<file path="config.mk">
export PLATFORM = sky130hd
export DESIGN_NAME = output_channel_reserving_buffer
export DESIGN_NICKNAME = d
export VERILOG_FILES = /design/src/rtl/output_channel_reserving_buffer_pkg.sv /design/src/rtl/output_channel_reservation_counter.sv /design/src/rtl/output_channel_reserving_buffer.sv
export SDC_FILE = /design/constraint.sdc
export NUM_CORES = 1
export LEC_CHECK = 0
export CORE_AREA = 2 2 114 116
export CTS_CLUSTER_DIAMETER = 50
export CTS_CLUSTER_SIZE = 14
export DETAILED_ROUTE_END_ITERATION = 6
export DIE_AREA = 0 0 116 118
export PLACE_DENSITY = 0.75
export SYNTH_ARGS = -nofsm -noshare
export SYNTH_HDL_FRONTEND = slang
export SYNTH_SLANG_ARGS = --single-unit
</file>
<file path="constraint.sdc">
create_clock -name clock -period 3.4 [get_ports clock]
set_input_delay 0.68 -clock clock [delete_from_list [all_inputs] [get_ports clock]]
set_output_delay 0.68 -clock clock [all_outputs]
set_load 0.01 [all_outputs]
</file>
<file path="src/rtl/output_channel_reserving_buffer_pkg.sv">
// Shared widths and the channel entry layout for the PE output channel buffer.
package output_channel_reserving_buffer_pkg;

  localparam int TIA_WORD_WIDTH                 = 32;
  localparam int TIA_TAG_WIDTH                  = 3;
  // Must be wide enough to hold the value DEPTH.
  localparam int TIA_CHANNEL_BUFFER_COUNT_WIDTH = 3;

  typedef struct packed {
    logic [TIA_TAG_WIDTH-1:0]  tag;
    logic [TIA_WORD_WIDTH-1:0] word;
  } channel_entry_t;

endpackage

</file>
<file path="src/rtl/output_channel_reservation_counter.sv">
// Tracks reservations between trigger and writeback, qualifies writeback
// enqueues and latches a sticky error on any protocol violation.
module output_channel_reservation_counter #(
  parameter  int MAX_IN_FLIGHT = 2,
  localparam int RES_W         = $clog2(MAX_IN_FLIGHT + 1)
) (
  input  logic             clock,
  input  logic             reset_n,
  input  logic             reserve,
  input  logic             cancel,
  input  logic             enq,
  input  logic             fifo_ovf,
  output logic [RES_W-1:0] res,
  output logic             enq_ok,
  output logic             error
);

  localparam logic [RES_W:0] MAX_RES = (RES_W + 1)'(MAX_IN_FLIGHT);

  logic [RES_W:0] up;
  logic [RES_W:0] dn;
  logic [RES_W:0] res_next;
  logic           underflow;
  logic           res_ovf;
  logic           violation;

  // Covers unreserved enqueue, enq+cancel at res==1 and any cancel past zero.
  assign up        = {1'b0, res} + (RES_W + 1)'(reserve);
  assign dn        = (RES_W + 1)'(enq) + (RES_W + 1)'(cancel);
  assign underflow = up < dn;
  assign res_next  = up - dn;
  assign res_ovf   = !underflow && (res_next > MAX_RES);
  assign violation = underflow || res_ovf || fifo_ovf;
  assign enq_ok    = enq && !violation;

  // NOTE: sequential state uses non-blocking assignments so every register
  // samples pre-edge values regardless of block ordering.
  always_ff @(posedge clock or negedge reset_n) begin
    if (!reset_n) begin
      res   <= '0;
      error <= 1'b0;
    end else if (violation) begin
      error <= 1'b1;
    end else begin
      res <= res_next[RES_W-1:0];
    end
  end

endmodule

</file>
<file path="src/rtl/output_channel_reserving_buffer.sv">
// Producer-side output channel FIFO whose full status charges in-flight reservations.
// Optional same-cycle bypass when empty: define TIA_OUTPUT_CHANNEL_BYPASS_EN.
module output_channel_reserving_buffer
  import output_channel_reserving_buffer_pkg::*;
#(
  parameter int DEPTH         = 4,
  parameter int MAX_IN_FLIGHT = 2
) (
  input  logic                                      clock,
  input  logic                                      reset_n,
  input  logic                                      reserve,
  input  logic                                      cancel,
  input  logic                                      enq,
  input  logic [TIA_WORD_WIDTH-1:0]                 enq_data,
  input  logic [TIA_TAG_WIDTH-1:0]                  enq_tag,
  output logic                                      full_status,
  output logic [TIA_CHANNEL_BUFFER_COUNT_WIDTH-1:0] count,
  output logic                                      out_valid,
  output logic [TIA_WORD_WIDTH-1:0]                 out_data,
  output logic [TIA_TAG_WIDTH-1:0]                  out_tag,
  input  logic                                      out_ready,
  output logic                                      error
);

  localparam int PTR_W = $clog2(DEPTH);
  localparam int RES_W = $clog2(MAX_IN_FLIGHT + 1);
  localparam int CNT_W = TIA_CHANNEL_BUFFER_COUNT_WIDTH;

  channel_entry_t mem [DEPTH];
  channel_entry_t enq_entry;
  channel_entry_t head;

  logic [PTR_W-1:0] wr_ptr;
  logic [PTR_W-1:0] rd_ptr;
  logic [CNT_W-1:0] count_q;
  logic [RES_W-1:0] res;
  logic             full_flag;
  logic             fifo_ovf;
  logic             enq_ok;
  logic             bypass;
  logic             head_valid;
  logic             deq;
  logic             wr_en;
  logic             rd_adv;

  assign enq_entry = channel_entry_t'{tag: enq_tag, word: enq_data};
  assign full_flag = count_q == CNT_W'(DEPTH);
  // A full buffer always presents a valid head, so out_ready alone decides the dequeue.
  assign fifo_ovf  = enq && full_flag && !out_ready;

  output_channel_reservation_counter #(
    .MAX_IN_FLIGHT (MAX_IN_FLIGHT)
  ) u_res_counter (
    .clock    (clock),
    .reset_n  (reset_n),
    .reserve  (reserve),
    .cancel   (cancel),
    .enq      (enq),
    .fifo_ovf (fifo_ovf),
    .res      (res),
    .enq_ok   (enq_ok),
    .error    (error)
  );

  // NOTE: every signal written here gets a default first, so no latch is inferred.
  always_comb begin
    bypass = 1'b0;
`ifdef TIA_OUTPUT_CHANNEL_BYPASS_EN
    bypass = enq_ok && (count_q == '0);
`endif
    head_valid = (count_q != '0) || bypass;
    head       = bypass ? enq_entry : mem[rd_ptr];
    deq        = head_valid && out_ready;
    wr_en      = enq_ok && !(bypass && out_ready);
    rd_adv     = deq && !bypass;
  end

  assign out_valid   = head_valid;
  assign out_data    = head_valid ? head.word : '0;
  assign out_tag     = head_valid ? head.tag  : '0;
  assign count       = count_q;
  assign full_status = (int'(count_q) + int'(res)) >= DEPTH;

  // NOTE: storage is not reset; the head is masked while empty, so stale
  // contents are never observable.
  always_ff @(posedge clock) begin
    if (wr_en) mem[wr_ptr] <= enq_entry;
  end

  always_ff @(posedge clock or negedge reset_n) begin
    if (!reset_n) begin
      wr_ptr  <= '0;
      rd_ptr  <= '0;
      count_q <= '0;
    end else begin
      if (wr_en)  wr_ptr <= wr_ptr + PTR_W'(1);
      if (rd_adv) rd_ptr <= rd_ptr + PTR_W'(1);
      count_q <= count_q + CNT_W'(wr_en) - CNT_W'(rd_adv);
    end
  end

endmodule
</file>
Word-level counts from Yosys, hierarchy flattened
Memory sizes are Yosys's and may differ from the RTL's.
Cells that the tools add are included.
- eq/ne operators: 1
- magnitude comparators: 3
- reductions and logical operators: 11
- muxes and demuxes: 4
- $add $sub $neg: 8
- operators by type and width (cell ; count):
    2-to-1 mux 32 bit ; 1
    logical AND 1 bit ; 5
    adder 2 x 1 -> 2 bit (second input constant) ; 2
    adder 3 x 2 -> 4 bit ; 1
    >= comparator 4 x 3 -> 1 bit (second input constant) ; 1
    adder 2 x 1 -> 3 bit ; 1
    adder 3 x 1 -> 3 bit ; 1
    equality test 3 bit (second input constant) ; 1
    > comparator 3 x 2 -> 1 bit (second input constant) ; 1
    zero test 1 bit ; 3
    < comparator 3 bit ; 1
    2-to-1 mux 3 bit ; 1
    nonzero test 3 bit ; 1
    subtractor 3 x 1 -> 3 bit ; 1
    subtractor 3 bit ; 1
    adder 1 x 1 -> 2 bit ; 1
    logical OR 1 bit ; 2
    2-to-1 mux 1 bit ; 2
- flip-flop bits (word level): 10
- logic and storage cells: 33
- input bits: 41
- memories: 1
- bits in writable memories: 140
- memories (memory ; depth ; width ; read ports ; clocked after memory_dff ; write ports ; RTL line ; text):
    mem ; 4 ; 35 ; 1 ; 0 ; 1 ; output_channel_reserving_buffer.sv:29 ; channel_entry_t mem [DEPTH];

Longest topological paths before layout
- word-level depth: 10
- gate-level depth with buffers: 15
- mapped depth without buffers: 15

By module
From an unflattened synthesis, not the netlist that was laid out.
- cells, all modules: 284
- area total of the unflattened synthesis: 6035.8 sq um
- modules (own cells, without submodules) (module ; cells an instance ; instances ; area each (sq um)):
    output_channel_reserving_buffer ; 261 ; 1 ; 5774.3
    output_channel_reservation_counter ; 23 ; 1 ; 261.5

Least setup slack after synthesis
OpenSTA, ideal clock, no wires.
- path type: input to register
- start point: in reserve
- end point: reg count_q[2] (netlist: count[2])
- path slack: -0.125 ns
- arrival time: 3.402 ns
- cell stages on the path: 13
- required time: 3.277 ns
- buffers on the path: 0
- cells stage by stage: ha_1 ha_1 fa_1 xor2_1 o221ai_2 nor3b_4 inv_1 ha_1 inv_1 ha_1 fa_1 xnor2_1 xnor2_1
- word-level cells in the longest chain between the ends: 10
- elaborated cells on any way between the ends: 12
- those cells by class: 4 x add/sub; 2 x order compare; 6 x reduce/logical
- RTL lines (element ; RTL line ; text):
    from (decl) ; output_channel_reserving_buffer.sv:11 ; input logic reserve,
    adder 2 x 1 -> 3 bit * ; output_channel_reservation_counter.sv:28 ; assign up = {1'b0, res} + (RES_W + 1)'(reserve);
    subtractor 3 bit or < comparator 3 bit (tied branches) ; output_channel_reservation_counter.sv:31, output_channel_reservation_counter.sv:30 ;
    > comparator 3 x 2 -> 1 bit or zero test 1 bit (tied branches) ; output_channel_reservation_counter.sv:32 ; assign res_ovf = !underflow && (res_next > MAX_RES);
    logical AND 1 bit ; output_channel_reservation_counter.sv:32 ;
    logical OR 1 bit * (2 in a row) ; output_channel_reservation_counter.sv:33 ; assign violation = underflow || res_ovf || fifo_ovf;
    zero test 1 bit * ; output_channel_reservation_counter.sv:34 ; assign enq_ok = enq && !violation;
    logical AND 1 bit * ; output_channel_reservation_counter.sv:34 ;
    adder 3 x 1 -> 3 bit * ; output_channel_reserving_buffer.sv:98 ; count_q <= count_q + CNT_W'(wr_en) - CNT_W'(rd_adv);
    subtractor 3 x 1 -> 3 bit * ; output_channel_reserving_buffer.sv:98 ;
    to (signal assigned) ; output_channel_reserving_buffer.sv:98 ;
    to (decl) ; output_channel_reserving_buffer.sv:35 ; logic [CNT_W-1:0] count_q;
Mark *: on every way between the ends. The rest lies on a longest branch, timed or not.
A chain may end at the register's enable or synchronous reset.

Worst setup path after layout
- start point: in reserve
- end point: reg count_q[2] (netlist: count[2])
- word-level cells in the longest chain between the ends: 10
- elaborated cells on any way between the ends: 12
- those cells by class: 4 x add/sub; 2 x order compare; 6 x reduce/logical
- RTL lines (element ; RTL line ; text):
    adder 2 x 1 -> 3 bit ; output_channel_reservation_counter.sv:28 ;
    subtractor 3 bit ; output_channel_reservation_counter.sv:31 ; assign res_next = up - dn;
    net u_res_counter.res_next[1] ; output_channel_reservation_counter.sv:22 ; logic [RES_W:0] res_next;
    > comparator 3 x 2 -> 1 bit ; output_channel_reservation_counter.sv:32 ;
    logical AND 1 bit ; output_channel_reservation_counter.sv:32 ;
    logical OR 1 bit (2 in a row) ; output_channel_reservation_counter.sv:33 ;
    zero test 1 bit ; output_channel_reservation_counter.sv:34 ;
    logical AND 1 bit ; output_channel_reservation_counter.sv:34 ;
    adder 3 x 1 -> 3 bit ; output_channel_reserving_buffer.sv:98 ;
    subtractor 3 x 1 -> 3 bit ; output_channel_reserving_buffer.sv:98 ;
The timed path passes the listed nets, and every way through them passes these cells.

==> metrics.md <==
| Metric | Value |
|---|---|
| Status | `completed` |
| Placer Congestion | `approximately 0.72` |
| Core area | `0.0124 sq mm` |
| TNS Setup | `0 ns` |
| Leak | `2.63 nW` |
| Setup slack after layout | `0.214 ns` |
| Area leader, netlist | `edfxtp_1` |
| Ys async rst share | `6.67%` |
| Drt pass-1 iters | `4` |
| Post-synth top area share | `69.9%` |
| Initial antenna violation count | `0` |
| Layout cells sized above 1 | `about a quarter` |
| Cts bufs inserted | `17` |
| VDD IR-drop max | `400 uV` |
| Distinct cells, synth | `27` |
| Grt total ovfl | `0` |
| Minimum setup slack after placement | `-0.480 ns` |
| Number of flops mapped to enable cells by yosys | `140` |
| Clock Tree Buf Depth | `2` |
| Most common cell in the synthesized netlist | `edfxtp_1` |
| Fill count | `877` |
| Achievable Freq | `between 300 and 400 MHz` |
| Clock latency at the later pin of the worst-skew pair | `0.41 ns` |
| Top FF cell, synth | `edfxtp_1` |
| Synthesized area | `0.00601 sq mm` |
| H-tree levels | `4` |
| CP Capture Type | `register` |
| Num rows | `a little over 40` |
| Overall routing resource usage | `17.2%` |
| Die extent in x | `116 microns` |
| Largest net degree at the start of global routing | `32` |
| Antenna viol nets, final | `0` |
| Diode count | `0` |
| Die area | `0.0137 sq mm` |
| Worst r2r src | `u_res_counter.res[0]` |
| Worst Path Required | `3.70 ns` |
| Mean Syn Cell Area | `21.4 sq um` |
| Worst-path fanout max | `2` |
| Crit path time final | `3.19 ns` |
| Vias in the first global route | `3207` |
| Critical Path AT | `3.48 ns` |
| Clk_skew | `0.00599 ns` |
| First-pass GRT wire length | `17000 microns` |
| Post-DP HPWL | `about 6800 microns` |
| Layout area overhead | `30.0%` |
| Routed WL per cell | `around 19 microns` |
| Detailed-route DRC error count | `0` |
| Hold path start | `u_res_counter.error` |
| Top cells by area, synth | `edfxtp_1 70%, mux4_2 13%, dfrtp_1 4.2%` |
| Number of max-cap violations | `0` |
| Nature of the critical path startpoint | `input port` |
| Total power | `6.94 mW` |
| Sequential fraction of the synthesis area | `74.1%` |
| Final critical-path share of the clock period | `93.7%` |
| Worst slew pin tran | `0.590 ns` |
| Count of final setup violators | `0` |
| Initial Util | `48.4%` |
| Headroom to the max-slew limit | `between 60 and 70%` |
| Clock Sink Count | `150` |
| Setup crit start | `reserve` |
| Class of the worst hold path | `register to register` |
| Initial detailed-routing violation count | `187` |
| Vias | `2917` |
| Syn Inst Count | `~280` |
| CTS root buffer | `clkbuf_16` |
| Synth Register Bits | `150` |
| Max-slew violation count | `0` |
| Die Height | `about 120 microns` |
| Clock transition at the registers of the reported paths | `about 0.060 ns` |
| WS Path Type | `input port to register` |
| DR vias/cell | `5.13` |
| Synth top cells by count | `140 x edfxtp_1, 35 x and2_1, 35 x mux4_2, 11 x ha_1` |
| Ys Warns | `0` |
| Nets | `about 440` |
| Synth Net Count | `336` |
| TritonCTS clock tree | `yes` |
| IO Port Bufs | `just over 80` |
| Pwr/cell area | `just under 900 mW/mm^2` |
| Hold Violations, Final | `0` |
| Routed wire length | `about 11000 microns` |
| RSZ-0062 raised after global routing | `false` |
| Number of cells on the worst reg-to-reg path | `15` |
| IO Count | `a little over 80` |
| Hold Path Depth | `1` |
[metal layers]
| metal | track usage (%) | part of all wire [%] | vias to the layer above |
|---|---|---|---|
| li1 | - | - | 1320 |
| met1 | 22.1 | 42 | 1503 |
| met2 | 27.6 | 51 | 82 |
| met3 | 5.30 | 5.5 | 12 |
| met4 | 6.25 | 1.2 | 0 |
| met5 | 0 | 0 | - |
[path summary, 6_finish.rpt]
check,end,slack (ns)
min in group asynchronous,u_res_counter.error,0.59
min,u_res_counter.error,0.48
max reg2reg,count[2],0.30
min reg2reg,u_res_counter.error,0.48
max in group asynchronous,rd_ptr[0],2.47
max,count[2],0.21
[cell usage in the layout, fill, tap and decap left out, drive strengths merged]
master and n:
nor2 1, o31ai 1, mux4 35, a311o 1
fa 3, xnor2 4, and2 40, or3 2
clkbuf 19, o221ai 1, o21ai 1, xor2 2
dfrtp 10, mux2 2, clkdlybuf4s50 78, dlygate4sd2 1
nor3b 2, dlymetal6s2s 2, buf 19, ha 11
edfxtp 140, inv 10, nand2 2, nor4 1
clkinv 7, bufinv 2
[per-stage QoR]
step | cell area, sq um | cells | utilization [%] | hold WS (ns)
after floorplan | 6060 | 281 | - | 0.384
after global placement | 7270 | 540 | 58.6 | 0.471
after detailed placement | 7270 | 540 | 58.6 | 0.469
after CTS | 7790 | 568 | 62.8 | 0.492
after global routing | 7810 | 569 | 62.9 | 0.521
final | 7810 | 569 | 62.9 | 0.480
[registers in the layout, summed over array words and instances (netlist names)]
name,count
count,3
mem,140
u_res_counter.error,1
rd_ptr,2
wr_ptr,2
u_res_counter.res,2
[cells by family (layout without fill, tap and decap cells)]
group           count (synthesis)  after routing  synth area share, %
fa+ha+maj                      14             14                 3.29
compound gates                  4              4                0.624
simple gates                   48             48                 5.58
buf+inv                        22            138                 1.98
xor+xnor                        6              6                0.874
flops                         150            150                 74.1
mux                            37             37                 13.6
[timing repair]
action                     4_1_cts  5_1_grt
setup endpoints to repair        1        1
pin swaps                        2        1
hold buffers                     0        0
setup buffers                    0        1
resized for setup                1        3
[final cells by class]
type                    instances  area (sq um)  area share (%)
inverters                      10          37.5           0.481
multi-input cells             109          1500            19.2
clock inverters                 9          88.8            1.14
clock buffers                  19           433            5.54
repair buffers                100          1080            13.9
flip-flops and latches        150          4460            57.1
well taps                     172           215            2.76
[critical path: stages]
cell and delay [ns]:
dlygate4sd2_1 0.26, ha_4 0.26, inv_2 0.03, ha_4 0.15, inv_2 0.05, fa_2 0.42
inv_1 0.08, o221ai_2 0.13, nor3b_4 0.22, inv_1 0.07, ha_1 0.27, inv_1 0.04
ha_2 0.17, fa_2 0.37, xnor2_2 0.15, xnor2_1 0.13
[power breakdown]
part           switching, mW  internal [mW]
logic                   1.07           1.59
registers              0.215           2.37
clock network          0.654           1.05
total                   1.94           5.00
(Power assumes the default switching activity.)
